File: src/rtl/layer_readback_if.sv
// layer_readback_if: request, status, layer-memory read port and output stream of the readback engine.
interface layer_readback_if;
  logic        start;
  logic [2:0]  cfg_sel;
  logic [11:0] cfg_base;
  logic [12:0] cfg_len;
  logic        busy;
  logic        done;
  logic        err;
  logic        crd;
  logic [11:0] caddr_rd;
  logic [2:0]  csel;
  logic [19:0] cdata_rd;
  logic        o_valid;
  logic [19:0] o_data;
  logic        o_last;
  logic        i_ready;
  modport master (
    output start, cfg_sel, cfg_base, cfg_len, cdata_rd, i_ready,
    input  busy, done, err, crd, caddr_rd, csel, o_valid, o_data, o_last
  );
  modport slave (
    input  start, cfg_sel, cfg_base, cfg_len, cdata_rd, i_ready,
    output busy, done, err, crd, caddr_rd, csel, o_valid, o_data, o_last
  );
endinterface

File: src/rtl/layer_readback.sv
// layer_readback: streams cfg_len words of a layer memory from cfg_base through a registered head plus 2-entry FIFO.
module layer_readback (
  input logic clk,
  input logic reset,
  layer_readback_if.slave bus
);
  typedef enum logic [1:0] {IDLE, READ, DRAIN, DONE} state_e;
  state_e state_q, state_d;
  logic [2:0] sel_q, sel_d, csel_q, csel_d;
  logic [11:0] addr_q, addr_d, caddr_q, caddr_d, rd_addr;
  logic [12:0] left_q, left_d;
  logic busy_q, busy_d, done_q, done_d, err_q, err_d, crd_q, crd_d;
  logic last_q, last_d, cap_q, caplast_q;
  logic ov_q, ov_d, ol_q, ol_d;
  logic [19:0] od_q, od_d;
  logic [19:0] sd_q [2];
  logic [19:0] sd_d [2];
  logic sl_q [2];
  logic sl_d [2];
  logic [1:0] sc_q, sc_d;
  logic legal, pop, room, issue, fin, to_head;
  assign legal = bus.cfg_len != 13'd0 && bus.cfg_sel != 3'd0 && bus.cfg_sel < 3'd6;
  assign pop = ov_q & bus.i_ready;
  assign fin = pop & ol_q;
  // head + FIFO + both read pipeline stages may hold at most 3 words once this cycle's pop retires
  assign room = 3'(sc_q) + 3'(ov_q) + 3'(cap_q) + 3'(crd_q) < 3'd3 + 3'(pop);
  always_ff @(posedge clk or posedge reset)
    if (reset) state_q <= IDLE;
    else state_q <= state_d;
  always_comb begin
    state_d = state_q;
    unique case (state_q)
      IDLE: state_d = !bus.start ? IDLE : !legal ? DONE : bus.cfg_len == 13'd1 ? DRAIN : READ;
      READ: state_d = room && left_q == 13'd1 ? DRAIN : READ;
      DRAIN: state_d = fin ? DONE : DRAIN;
      default: state_d = IDLE;
    endcase
  end
  always_comb begin
    issue = state_q == IDLE ? bus.start & legal : state_q == READ & room;
    rd_addr = state_q == IDLE ? bus.cfg_base : addr_q;
    crd_d = issue;
    caddr_d = issue ? rd_addr : '0;
    addr_d = issue ? rd_addr + 12'd1 : addr_q;
    left_d = issue ? (state_q == IDLE ? bus.cfg_len : left_q) - 13'd1 : left_q;
    last_d = issue & (state_q == IDLE ? bus.cfg_len == 13'd1 : left_q == 13'd1);
    sel_d = state_q == IDLE && bus.start ? bus.cfg_sel : sel_q;
    busy_d = state_d == READ || state_d == DRAIN;
    csel_d = busy_d ? sel_d : '0;
    done_d = state_d == DONE;
    err_d = state_q == IDLE && state_d == DONE;
  end
  // returning word goes straight to the head only when nothing older is queued behind it
  always_comb begin
    ov_d = ov_q;
    ol_d = ol_q;
    od_d = od_q;
    sd_d = sd_q;
    sl_d = sl_q;
    sc_d = sc_q;
    to_head = (!ov_q || pop) && sc_q == 2'd0;
    if ((!ov_q || pop) && sc_q != 2'd0) begin
      ov_d = 1'b1;
      od_d = sd_q[0];
      ol_d = sl_q[0];
      sd_d[0] = sd_q[1];
      sl_d[0] = sl_q[1];
      sc_d = sc_q - 2'd1;
    end else if (to_head) begin
      ov_d = cap_q;
      ol_d = cap_q & caplast_q;
      od_d = cap_q ? bus.cdata_rd : od_q;
    end
    if (cap_q && !to_head) begin
      sd_d[sc_d[0]] = bus.cdata_rd;
      sl_d[sc_d[0]] = caplast_q;
      sc_d = sc_d + 2'd1;
    end
  end
  always_ff @(posedge clk or posedge reset)
    if (reset) begin
      sel_q <= '0;
      csel_q <= '0;
      addr_q <= '0;
      caddr_q <= '0;
      left_q <= '0;
      busy_q <= 1'b0;
      done_q <= 1'b0;
      err_q <= 1'b0;
      crd_q <= 1'b0;
      last_q <= 1'b0;
      cap_q <= 1'b0;
      caplast_q <= 1'b0;
      ov_q <= 1'b0;
      ol_q <= 1'b0;
      od_q <= '0;
      sd_q <= '{default: '0};
      sl_q <= '{default: 1'b0};
      sc_q <= '0;
    end else begin
      sel_q <= sel_d;
      csel_q <= csel_d;
      addr_q <= addr_d;
      caddr_q <= caddr_d;
      left_q <= left_d;
      busy_q <= busy_d;
      done_q <= done_d;
      err_q <= err_d;
      crd_q <= crd_d;
      last_q <= last_d;
      cap_q <= crd_q;
      caplast_q <= last_q;
      ov_q <= ov_d;
      ol_q <= ol_d;
      od_q <= od_d;
      sd_q <= sd_d;
      sl_q <= sl_d;
      sc_q <= sc_d;
    end
  assign bus.busy = busy_q;
  assign bus.done = done_q;
  assign bus.err = err_q;
  assign bus.crd = crd_q;
  assign bus.caddr_rd = caddr_q;
  assign bus.csel = csel_q;
  assign bus.o_valid = ov_q;
  assign bus.o_data = od_q;
  assign bus.o_last = ol_q;
endmodule
File: src/flat_wrapper.sv
// flat-port wrapper written by rule: the top's interface ports become plain ports
module layer_readback_flat 
  (clk, reset, bus_start, bus_cfg_sel, bus_cfg_base, bus_cfg_len, bus_cdata_rd, bus_i_ready, bus_busy, bus_done, bus_err, bus_crd, bus_caddr_rd, bus_csel, bus_o_valid, bus_o_data, bus_o_last);
  layer_readback_if bus_i ();
  input logic clk;
  input logic reset;
  input wire logic [$bits(bus_i.start)-1:0] bus_start;
  input wire logic [$bits(bus_i.cfg_sel)-1:0] bus_cfg_sel;
  input wire logic [$bits(bus_i.cfg_base)-1:0] bus_cfg_base;
  input wire logic [$bits(bus_i.cfg_len)-1:0] bus_cfg_len;
  input wire logic [$bits(bus_i.cdata_rd)-1:0] bus_cdata_rd;
  input wire logic [$bits(bus_i.i_ready)-1:0] bus_i_ready;
  output wire logic [$bits(bus_i.busy)-1:0] bus_busy;
  output wire logic [$bits(bus_i.done)-1:0] bus_done;
  output wire logic [$bits(bus_i.err)-1:0] bus_err;
  output wire logic [$bits(bus_i.crd)-1:0] bus_crd;
  output wire logic [$bits(bus_i.caddr_rd)-1:0] bus_caddr_rd;
  output wire logic [$bits(bus_i.csel)-1:0] bus_csel;
  output wire logic [$bits(bus_i.o_valid)-1:0] bus_o_valid;
  output wire logic [$bits(bus_i.o_data)-1:0] bus_o_data;
  output wire logic [$bits(bus_i.o_last)-1:0] bus_o_last;
  assign bus_i.start = bus_start;
  assign bus_i.cfg_sel = bus_cfg_sel;
  assign bus_i.cfg_base = bus_cfg_base;
  assign bus_i.cfg_len = bus_cfg_len;
  assign bus_i.cdata_rd = bus_cdata_rd;
  assign bus_i.i_ready = bus_i_ready;
  assign bus_busy = bus_i.busy;
  assign bus_done = bus_i.done;
  assign bus_err = bus_i.err;
  assign bus_crd = bus_i.crd;
  assign bus_caddr_rd = bus_i.caddr_rd;
  assign bus_csel = bus_i.csel;
  assign bus_o_valid = bus_i.o_valid;
  assign bus_o_data = bus_i.o_data;
  assign bus_o_last = bus_i.o_last;
  layer_readback u_core (.clk(clk), .reset(reset), .bus(bus_i));
endmodule
File: config.mk
export PLATFORM = sky130hd
export DESIGN_NAME = layer_readback_flat
export DESIGN_NICKNAME = d
export VERILOG_FILES = /design/src/rtl/layer_readback_if.sv /design/src/rtl/layer_readback.sv /design/src/flat_wrapper.sv
export SDC_FILE = /design/constraint.sdc
export NUM_CORES = 1
export LEC_CHECK = 0
export CORE_UTILIZATION = 30
export CTS_BUF_LIST = sky130_fd_sc_hd__clkbuf_16
export CTS_CLUSTER_DIAMETER = 60
export DETAILED_ROUTE_END_ITERATION = 12
export PLACE_DENSITY = 0.53
export SLEW_MARGIN = 5
export SYNTH_ARGS = -nofsm -noshare
export SYNTH_HDL_FRONTEND = slang
export SYNTH_SLANG_ARGS = --single-unit
File: constraint.sdc
create_clock -name clk -period 4.2 [get_ports clk]
set_clock_uncertainty 0.2 [all_clocks]
set_input_delay 0.42 -clock clk [delete_from_list [all_inputs] [get_ports clk]]
set_output_delay 0.42 -clock clk [all_outputs]
set_load 0.03 [all_outputs]
# Word level (Yosys, flattened, before mapping)
# Index checks and enable logic that the tools add are counted.
[op_classes] n_addsub=8 magnitude_cmp=4 eq_ne=7 muxes=32 bitwise_logic=7 n_reduce_logical=21
[op_table] operator="2-to-1 mux 20 bit" n=5
[op_table] operator="bitwise mux 40 bit" n=1
[op_table] operator="2-to-1 mux 40 bit" n=1
[op_table] operator="equality test 13 x 1 -> 1 bit, second input constant" n=2
[op_table] operator="2-to-1 mux 12 bit" n=2
[op_table] operator="demux 20 bit (select 1 bit)" n=1
[op_table] operator="2-to-1 mux 2 bit" n=7
[op_table] operator="2-to-1 mux 13 bit" n=1
[op_table] operator="nonzero test 13 bit" n=1
[op_table] operator="subtractor 13 x 1 -> 13 bit, second input constant" n=1
[op_table] operator="adder 12 x 1 -> 12 bit, second input constant" n=1
[op_table] operator="logical AND 1 bit" n=9
[op_table] operator="2-to-1 mux 1 bit" n=9
[op_table] operator="adder 3 x 1 -> 3 bit" n=2
[op_table] operator="bitwise AND 1 bit" n=6
[op_table] operator="equality test 2 bit, second input constant" n=3
[op_table] operator="2-to-1 mux 3 bit" n=2
[op_table] operator="one-hot mux 2 bit (3 select lines)" n=1
[op_table] operator="nonzero test 2 bit" n=3
[op_table] operator="equality test 2 x 1 -> 1 bit, second input constant" n=2
[op_table] operator="zero test 2 bit" n=2
[op_table] operator="adder 2 x 1 -> 3 bit" n=1
[op_table] operator="adder 2 x 1 -> 3 bit, first input constant" n=1
[op_table] operator="< comparator 3 bit" n=1
[op_table] operator="other kinds (12)" n=14
[totals] ff_bits=118 input_bits=52 output_inout_bits=41 wordCells=100

# Depth between registers and ports, before layout
# Gate-level depths: netlist (run 1).
[depth] depth_word=11 depth_mapped=13 ltp_nobuf=13

# Least setup slack after synthesis (run 1)
# Ideal clock, no wire load.
[synth_timing] kind="register to register" startpoint="register u_core.crd_q (netlist: u_core.bus.crd)" endpoint="register u_core.left_q[8]" setup_time_ps=137 arrival_ps=3335 required_ps=3863 path_slack_ps=528 stages_incl_launch_ff=12 path_buffers=0 period_less_slack_ps=3672 path_cell_list="dfrtp_1 fa_1 ha_1 inv_1 fa_1 inv_1 ha_1 o21a_1 a2111o_1 a21boi_2 a2111oi_0 nor3_1"
[synth_via] elab_chain_len=4
[synth_rtl] item="from (decl)" line="layer_readback.sv:12" source="logic busy_q, busy_d, done_q, done_d, err_q, err_d, crd_q, crd_d;"
[synth_rtl] item="from (signal assigned)" line="layer_readback.sv:109" source="crd_q <= crd_d;"
[synth_rtl] item="adder 3 x 1 -> 3 bit" line="layer_readback.sv:26" source="assign room = 3'(sc_q) + 3'(ov_q) + 3'(cap_q) + 3'(crd_q) < 3'd3 + 3'(pop);"
[synth_rtl] item="< comparator 3 bit" line="layer_readback.sv:26"
[synth_rtl] item="bitwise AND 1 bit" line="layer_readback.sv:40" source="issue = state_q == IDLE ? bus.start & legal : state_q == READ & room;"
[synth_rtl] item="2-to-1 mux 1 bit" line="layer_readback.sv:40"
[synth_rtl] item="to (signal assigned)" line="layer_readback.sv:105" source="left_q <= left_d;"
[synth_rtl] item="to (decl)" line="layer_readback.sv:11" source="logic [12:0] left_q, left_d;"
# No other way between the ends.
# A chain may end at the register's enable or synchronous reset.

# Final worst setup path (run 1)
[layout_timing] startpoint="register u_core.crd_q (netlist: u_core.bus.crd)" endpoint="register u_core.left_q[5]"
# Same word-level chain as after synthesis.

==> impl_metrics.csv, run 1 <==
group,metric,value,unit
critical_path,worstPathCellList,"fa_1 -> ha_1 -> inv_1 -> fa_1 -> inv_1 -> ha_1 -> o21a_1 -> a2111o_1 -> a21boi_4 -> inv_2 -> o21ai_0 -> a221oi_1",
layout,area_growth,27.9,%
yosys,yosys-top-cells-area,"dfrtp_1, mux2_2, nand2_1",
timing,hold_viol_final,0,
grt,antenna_found_initial,0,
timing,min_period,3760,ps
critical_path,cp_slowest_cell,"fa_1",
timing,worst_slack,439,ps
grt,grt_pass1_wl,29200,um
timing,setup_viol,0,
grt,gr-total-overflow,0,
timing,rsz0062_at_grt,"no",
critical_path,start_kind,"flop",
yosys,postSynthAreaPerCell,9.62,um^2
timing,clock.fmax,0.266,GHz
yosys,synth_seq_area_share,45.7,%
worst_hold_path,hp-class,"flop to flop",
critical_path,critPathTopFamily,"adder cells",
timing,timing.setup.tns,0,ps
layout,layout-drive-gt1-share,15.9,%
grt,track_usage,16.8,%
outcome,outcome,"complete, no violations",
pwr,total_power,6.95,mW
grt,grt_pass1_vias,5570,
clock_network,ctsLongestPathBuffers,2,
pwr,irDropWorstVdd,0.367,mV
yosys,ys_warn_count,0,
placed_design,io_buffers,92,
clock_network,postCtsHoldBufs,0,
critical_path,cp.arrival,3870,ps
clock_network,cts_htree_levels,4,
yosys,synth_edf_count,0,
floorplan,ios,93,
routing,drcViolationCount,0,
timing,hold_slack,149,ps
yosys,ys_ff_latch,118,
yosys,synth_ff_type,"dfrtp_1",
pwr,power_density,840,nW/um^2
routing,postRouteAntennaNets,0,
placed_design,dpl_cell_area,7690,um^2
critical_path,critical_path_peak_fanout,18,
yosys,synth_commonest_cells,"dfrtp_1, nand2_1, mux2_2",
routing,viasPerCell,5.25,
timing,timing_worst_slew_pin_value,694,ps
floorplan,die_x,149,um
floorplan,fp.dieH,149,um
floorplan,start_util,30.6,%
yosys,yosysMostFrequentCell,"dfrtp_1",
placed_design,dp_worst_setup_slack,414,ps
routing,drt_pass1_iterations,5,
pwr,cellLeakagePower,3.49,nW
placed_design,place_hpwl,11600,um
critical_path,crit_buf_inv,3,
clock_network,cts_tree,"done",
timing,fin_crit_sh,89.6,%
routing,drt_iter0_drc,294,
yosys,synthesis.nets,734,
layout,antennaDiodeCount,0,
layout,fin_area,8270,um^2
layout,finalNonFillerCells,1049,
yosys,synth_top_cell_by_area,"dfrtp_1",
floorplan,num_rows,53,
flow_run,cap_violations,0,
yosys,syn-instance-count,672,
routing,drt-total-wl,17500,um
yosys,syn_area,6460,um^2
floorplan,core,21100,um^2
yosys,yosys.cell_types.count,78,
clock_network,postCtsSetupRepairBufs,0,
critical_path,end_kind,"flop",
timing,slew_headroom,53.6,%
clock_network,cts_sinks,118,
yosys,async_flop_share,100,%
grt,grt_max_degree,46,
routing,vias,5507,
layout,fin_util,39.2,%
clock_network,worstSkewPairLatency,420,ps
yosys,yosysTopAreaCellShare,45.7,%
clock_network,cts_buffers,17,
critical_path,crit_type,"flop to flop",
critical_path,crit_required,4310,ps
floorplan,die_area,22100,um^2
clock_network,clk_pin_slew,60,ps
critical_path,cpPeakStageDelay,550,ps
placed_design,gp_congestion,0.807,
timing,finalMaxSlewViolations,0,
layout,final_nets,823,
clock_network,cts-root-buf,"clkbuf_16",
placed_design,dp.cells,1017,
clock_network,post_cts_resized,0,
routing,wl_per_cell,16.7,um
-- final timing paths --
path / start / to / slack [ps] / depth (start not counted)
min in group asynchronous: reset / asynchronous set/reset pin / 230 / 2
hold / removal: u_core.last_q / u_core.caplast_q / 150 / 0
hold reg to reg: u_core.last_q / u_core.caplast_q / 150 / 0
setup reg to reg: u_core.bus.crd / u_core.left_q[5] / 440 / 12
setup / recovery: u_core.bus.crd / u_core.left_q[5] / 440 / 12
max in group asynchronous: reset / u_core.left_q[5] / 2730 / 3
-- final cells by class --
class                           instances  area [um^2]
Sequential cell                       118         2950
Multi-Input combinational cell        495         3250
Timing Repair Buffer                  112         1070
Inverter                               17         66.3
Fill cell                            2109        12800
Clock buffer                           17          425
Clock inverter                         15          153
Tap cell                              275          344
-- cell usage in the layout, fill, tap and decap left out, types with 12 or more instances in the layout --
| master | count |
|---|---|
| nor3_1 | 18 |
| mux2i_1 | 13 |
| nand2_1 | 112 |
| clkbuf_16 | 17 |
| a21oi_1 | 50 |
| inv_1 | 15 |
| clkdlybuf4s50_1 | 92 |
| o21ai_0 | 14 |
| o22ai_1 | 38 |
| nor2_1 | 38 |
| nand3_1 | 12 |
| mux2_2 | 52 |
| dfrtp_1 | 118 |
| buf_4 | 20 |
-- cells by family (layout without fill, tap and decap cells) --
kind of cell / Yosys count / after routing / synth area share (%)
simple gates: 241 / 241 / 18.4
xor+xnor: 2 / 2 / 0.271
buf+inv: 59 / 161 / 4.10
compound gates: 176 / 176 / 18.1
mux: 66 / 66 / 11.2
fa+ha+maj: 10 / 10 / 2.17
flops: 118 / 118 / 45.7
-- power by group --
part | switching (mW) | leakage [nW] | total [mW] | internal (mW)
sequential | 0.396 | 1.43 | 2.06 | 1.66
combinational | 1.97 | 1.79 | 3.45 | 1.48
clock | 0.567 | 0.273 | 1.44 | 0.873
total | 2.93 | 3.49 | 6.95 | 4.02
-- per-layer routing --
metal  vias up  GRT usage [%]  routed length (um)
met5         -              0                   0
li1       2652              -                   -
met4         0           5.00                 252
met1      2692           22.0                8190
met3        22           3.82                 778
met2       141           27.6                8260
Power figures use the tool's default switching activity.
==> inputs of run 2 (changes only) <==
--- a/config.mk
+++ b/config.mk
@@ -5,11 +5,13 @@
 export SDC_FILE = /design/constraint.sdc
 export NUM_CORES = 1
 export LEC_CHECK = 0
+export ABC_AREA = 1
 export CORE_UTILIZATION = 30
 export CTS_BUF_LIST = sky130_fd_sc_hd__clkbuf_16
 export CTS_CLUSTER_DIAMETER = 60
 export DETAILED_ROUTE_END_ITERATION = 12
-export PLACE_DENSITY = 0.53
+export PLACE_DENSITY = 0.54
+export REMOVE_ABC_BUFFERS = 1
 export SLEW_MARGIN = 5
 export SYNTH_ARGS = -nofsm -noshare
 export SYNTH_HDL_FRONTEND = slang
==> run 2 against run 1 <==
Total power is 0.17% higher. Synthesized area is 7.2% lower. Clock power hardly changed. Worst hold slack better by 13 ps. Non-clock buffer count is 13 lower. Sequential share of layout area is 2.4 points higher. First-iteration DRC count is 3.1% lower. Combinational power is 4% higher. Sequential power is 5% lower. Flip-flop and latch count stayed put. Largest cell class is now registers. Largest power group unchanged.
==> impl_metrics.csv, run 2 <==
group,metric,value,unit
clock_network,postCtsHoldBufs,0,
critical_path,crit_type,"flop to flop",
pwr,power_density,899,nW/um^2
critical_path,worstPathCellList,"fa_1 -> ha_1 -> inv_1 -> fa_1 -> inv_1 -> ha_1 -> a31oi_1 -> nand2_1 -> nand2_1 -> inv_2 -> nor2_1 -> nor2_1",
flow_run,cap_violations,0,
layout,fin_util,39.6,%
clock_network,worstSkewPairLatency,420,ps
grt,track_usage,14.8,%
timing,rsz0062_at_grt,"no",
timing,clock.fmax,0.279,GHz
critical_path,critical_path_peak_fanout,33,
layout,final_cell_mix,"nand2_1, dfrtp_1, inv_1",
outcome,outcome,"complete, no violations",
critical_path,start_kind,"flop",
layout,final_nets,929,
worst_hold_path,hp-class,"flop to flop",
critical_path,cpPeakStageDelay,550,ps
pwr,irDropWorstVdd,0.419,mV
clock_network,cts_htree_levels,4,
routing,wl_per_cell,12.1,um
routing,drt-total-wl,13800,um
yosys,yosys-top-cells-area,"dfrtp_1, nand2_1, o21ai_0",
layout,area_growth,29.1,%
clock_network,post_cts_resized,0,
grt,grt_pass1_vias,4785,
floorplan,num_rows,51,
floorplan,start_util,30.7,%
layout,multi_input_area,2500,um^2
timing,setup_viol,0,
timing,hold_viol_final,0,
layout,fill_cells,2053,
layout,antennaDiodeCount,0,
floorplan,fp.dieH,143,um
clock_network,cts_buffers,17,
routing,drt_iter0_drc,285,
yosys,yosysMostFrequentCell,"nand2_1",
critical_path,cp_slowest_cell,"fa_1",
placed_design,place_hpwl,9200,um
timing,hold_slack,162,ps
routing,drcViolationCount,0,
layout,layout_commonest_cell,"nand2_1",
yosys,yosys.cell_types.count,34,
routing,postRouteAntennaNets,0,
grt,antenna_found_initial,0,
yosys,yosysTopAreaCellShare,49.3,%
grt,gr-total-overflow,0,
yosys,ys_ff_latch,118,
grt,grt_max_degree,84,
yosys,synth_edf_count,0,
timing,slew_headroom,52.9,%
clock_network,cts-root-buf,"clkbuf_16",
yosys,synth_ff_type,"dfrtp_1",
yosys,async_flop_share,100,%
timing,min_period,3590,ps
clock_network,cts_sinks,118,
yosys,postSynthAreaPerCell,7.68,um^2
placed_design,io_buffers,92,
timing,timing_worst_slew_pin_value,706,ps
floorplan,die_x,143,um
yosys,ys_warn_count,0,
grt,grt_pass1_wl,23500,um
yosys,syn_area,5990,um^2
timing,timing.setup.tns,0,ps
routing,vias,5046,
yosys,synth_commonest_cells,"nand2_1, dfrtp_1, inv_1",
clock_network,postCtsSetupRepairBufs,0,
timing,finalMaxSlewViolations,0,
routing,viasPerCell,4.41,
clock_network,cts_tree,"done",
timing,fin_crit_sh,85.4,%
layout,regArea,2950,um^2
layout,layout-drive-gt1-share,7.95,%
placed_design,gp_congestion,0.804,
critical_path,crit_required,4300,ps
critical_path,end_kind,"flop",
pwr,cellLeakagePower,3.74,nW
floorplan,die_area,20600,um^2
routing,drt_pass1_iterations,4,
yosys,synth_top_cell_by_area,"dfrtp_1",
floorplan,core,19500,um^2
floorplan,ios,93,
yosys,synth_seq_area_share,49.3,%
clock_network,ctsLongestPathBuffers,2,
clock_network,clk_pin_slew,60,ps
yosys,syn-instance-count,781,
critical_path,cp.arrival,3690,ps
==> run 2: critical path, delay by kind of cell, from the launching register on <==
family                   cells  cell delay (ps)
buffers and inverters        3              460
adder cells (fa/ha/maj)      4             1420
AO/OA/AOI/OAI                1              270
AND/OR/NAND/NOR              4              730
flip-flops                   1              400
==> run 2: final cells by class <==
cell class | count | area share (%)
inverter | 106 | 5.17
multi-input combinational | 525 | 32.3
sequential | 118 | 38.1
clock buffer | 17 | 5.50
tap | 265 | 4.28
clock inverter | 15 | 1.86
timing repair buffer | 99 | 12.7
==> run 2: worst paths after layout <==
kind | start | endpoint | slack (ps) | cells past startpoint
worst max-delay path | u_core.bus.crd | u_core.addr_q[0] | 610 | 12
worst min-delay path | u_core.last_q | u_core.caplast_q | 160 | 0
worst max register to register | u_core.bus.crd | u_core.addr_q[0] | 610 | 12
worst min register to register | u_core.last_q | u_core.caplast_q | 160 | 0
max in group asynchronous | reset | u_core.sd_q[21] | 2720 | 3
min in group asynchronous | reset | u_core.bus.caddr_rd[1] | 280 | 2
==> run 2: cell families after synthesis <==
kind of cell               after synthesis  share of synthesized area, %
buffers and inverters                  138                          9.25
adders and majority gates               10                          2.34
and+or+nand+nor                        368                          26.1
AOI/OAI and AO/OA                      140                          12.0
xor gates and xnor gates                 7                          1.02
DFF                                    118                          49.3
==> run 2: through the flow <==
step           instance area (um^2)  instances  setup slack (ps)  power (mW)
6_report                       7740       1145               614        6.96
5_1_grt                        7740       1145               268        7.65
4_1_cts                        7740       1145               598        7.06
3_5_place_dp                   7170       1113               606        5.60
3_3_place_gp                   7170       1113               676        5.55
2_1_floorplan                  5840        749               451        4.46
==> run 2: report_power, final <==
part	switching [mW]	total, mW	internal (mW)
clock	0.505	1.42	0.911
sequential	0.254	1.95	1.70
combinational	2.38	3.59	1.22
total	3.14	6.96	3.82
==> run 2: per-layer routing <==
| metal | vias up | GRT usage, % | part of all wire [%] |
|---|---|---|---|
| li1 | 2613 | - | - |
| met1 | 2304 | 19.6 | 50 |
| met2 | 113 | 22.9 | 44 |
| met3 | 16 | 3.53 | 4.9 |
| met4 | 0 | 6.27 | 1.3 |
| met5 | - | 0 | 0 |
==> inputs of run 3 (changes only) <==
--- a/config.mk
+++ b/config.mk
@@ -10,7 +10,7 @@
 export CTS_BUF_LIST = sky130_fd_sc_hd__clkbuf_16
 export CTS_CLUSTER_DIAMETER = 60
 export DETAILED_ROUTE_END_ITERATION = 12
-export PLACE_DENSITY = 0.54
+export PLACE_DENSITY = 0.55
 export REMOVE_ABC_BUFFERS = 1
 export SLEW_MARGIN = 5
 export SYNTH_ARGS = -nofsm -noshare
==> constraint.sdc (replaced) <==
create_clock -name clk -period 3.2 [get_ports clk]
set_clock_uncertainty 0.2 [all_clocks]
set_input_delay 0.32 -clock clk [delete_from_list [all_inputs] [get_ports clk]]
set_output_delay 0.32 -clock clk [all_outputs]
set_load 0.03 [all_outputs]
==> run 3 against run 2 <==
Worst hold slack lost 130 ps. Non-clock buffer count is 7 higher. Worst setup slack worse by 550 ps. Global-route usage down 0.69 points. Largest power group unchanged. Highest routed layer unchanged.
==> impl_metrics.csv, run 3 (synthesis gave the netlist of run 2 again) <==
group,metric,value,unit
clock_network,cts-root-buf,"clkbuf_16",
critical_path,critPathTopFamily,"adder cells",
floorplan,fp.dieH,143,um
critical_path,worstSetupPathDepth,15,
routing,viasPerCell,4.38,
layout,layout_commonest_cell,"nand2_1",
flow_run,cap_violations,0,
critical_path,reg2regPathDepth,15,
clock_network,cts_sinks,118,
clock_network,cts_buffers,17,
critical_path,cpPeakStageDelay,550,ps
grt,grt_pass1_vias,4759,
critical_path,crit_type,"flop to flop",
floorplan,die_x,143,um
clock_network,postCtsHoldBufs,0,
worst_hold_path,hp-class,"input port to asynchronous set/reset pin",
routing,wl_per_cell,11.9,um
timing,timing_worst_slew_pin_value,691,ps
layout,area_growth,32.9,%
critical_path,start_kind,"flop",
floorplan,die_area,20600,um^2
timing,rsz0062_at_grt,"yes",
grt,track_usage,14.1,%
grt,gr-total-overflow,0,
timing,clock.fmax,0.318,GHz
critical_path,critical_path_peak_fanout,3,
placed_design,io_buffers,92,
outcome,outcome,"complete, no violations",
layout,fin_util,40.8,%
pwr,cellLeakagePower,3.81,nW
grt,antenna_found_initial,0,
pwr,irDropWorstVdd,0.539,mV
timing,fin_crit_sh,98.1,%
placed_design,gp_congestion,0.842,
timing,setup_viol,0,
timing,min_period,3140,ps
grt,grt_max_degree,84,
critical_path,cp_slowest_cell,"fa_1",
placed_design,dp_worst_setup_slack,-89.5,ps
critical_path,crit_buf_inv,3,
clock_network,clk_pin_slew,60,ps
floorplan,ios,93,
critical_path,end_kind,"flop",
clock_network,worstSkewPairLatency,410,ps
timing,slew_headroom,53.9,%
critical_path,cp.arrival,3230,ps
floorplan,start_util,30.7,%
placed_design,place_hpwl,9010,um
routing,drcViolationCount,0,
critical_path,crit_required,3290,ps
clock_network,cts_htree_levels,4,
routing,drt-total-wl,13700,um
timing,finalMaxSlewViolations,0,
layout,antennaDiodeCount,0,
timing,hold_viol_final,0,
clock_network,ctsLongestPathBuffers,2,
routing,postRouteAntennaNets,0,
layout,final_nets,936,
layout,layout-drive-gt1-share,10.6,%
grt,grt_pass1_wl,22600,um
routing,drt_pass1_iterations,4,
timing,worst_slack,60.2,ps
timing,hold_slack,30.5,ps
placed_design,dp.cells,1118,
routing,drt_iter0_drc,221,
pwr,power_density,1240,nW/um^2
clock_network,cts_tree,"done",
floorplan,core,19500,um^2
routing,vias,5043,
floorplan,num_rows,51,
critical_path,worstPathCellList,"fa_1 -> ha_2 -> inv_2 -> fa_1 -> inv_2 -> ha_4 -> nand2_2 -> nand2_2 -> a31oi_4 -> nand3_1 -> nand2_1 -> nand3_2 -> ha_4 -> inv_4 -> nor2_2",
layout,finalNonFillerCells,1152,
layout,final_cell_mix,"nand2_1, dfrtp_1, inv_1",
run 3: power by group:
group / switching, mW / total (mW) / internal [mW]
logic: 3.35 / 5.30 / 1.95
registers: 0.324 / 2.55 / 2.23
clock network: 0.647 / 2.00 / 1.36
total: 4.32 / 9.85 / 5.53
run 3: what timing repair did:
action / CTS / global route
gates resized for setup: 2 / 22
buffers inserted: 0 / 1
endpoints found under the setup margin: 14 / 37
gates cloned: 0 / 1
pin swaps: 2 / 9
run 3: layout make-up:
cell class	count	area, um^2
Sequential cell	118	2950
Clock inverter	15	194
Inverter	106	408
Fill cell	2061	11600
Tap cell	265	332
Multi-Input combinational cell	525	2580
Timing Repair Buffer	106	1070
Clock buffer	17	425
run 3: worst register-to-register path, cell delays in order (launching register included):
cell     delay (ps)
dfrtp_1         400
fa_1            550
ha_2            170
inv_2            30
fa_1            520
inv_2            50
ha_4            150
nand2_2          70
nand2_2          60
a31oi_4         170
nand3_1          90
nand2_1         110
nand3_2         100
ha_4            270
inv_4            60
nor2_2           30
run 3: path summary, 6_finish.rpt:
check                               from  slack (ps)            endpoint
setup / recovery            u_core.cap_q          60  u_core.bus.csel[0]
min in group clk           u_core.last_q         170    u_core.caplast_q
hold / removal                     reset          30     u_core.sd_q[33]
max in group asynchronous          reset        1960     u_core.sd_q[34]
setup reg to reg            u_core.cap_q          60  u_core.bus.csel[0]
hold reg to reg            u_core.last_q         170    u_core.caplast_q
run 3: layer usage:
| layer | wire length (um) | vias up | GRT usage [%] |
|---|---|---|---|
| li1 | - | 2639 | - |
| met4 | 164 | 0 | 4.59 |
| met1 | 6810 | 2296 | 18.7 |
| met2 | 6180 | 96 | 22.6 |
| met5 | 0 | - | 0 |
| met3 | 519 | 12 | 3.17 |
run 3: through the flow:
step / cell area, um^2 / power (mW) / TNS [ps]
final: 7960 / 9.85 / 0
after global routing: 7960 / 10.8 / -257
after CTS: 7860 / 9.58 / 0
after detailed placement: 7220 / 7.45 / -428
after global placement: 7220 / 7.38 / -52.1
after floorplan: 5840 / 5.86 / -73940
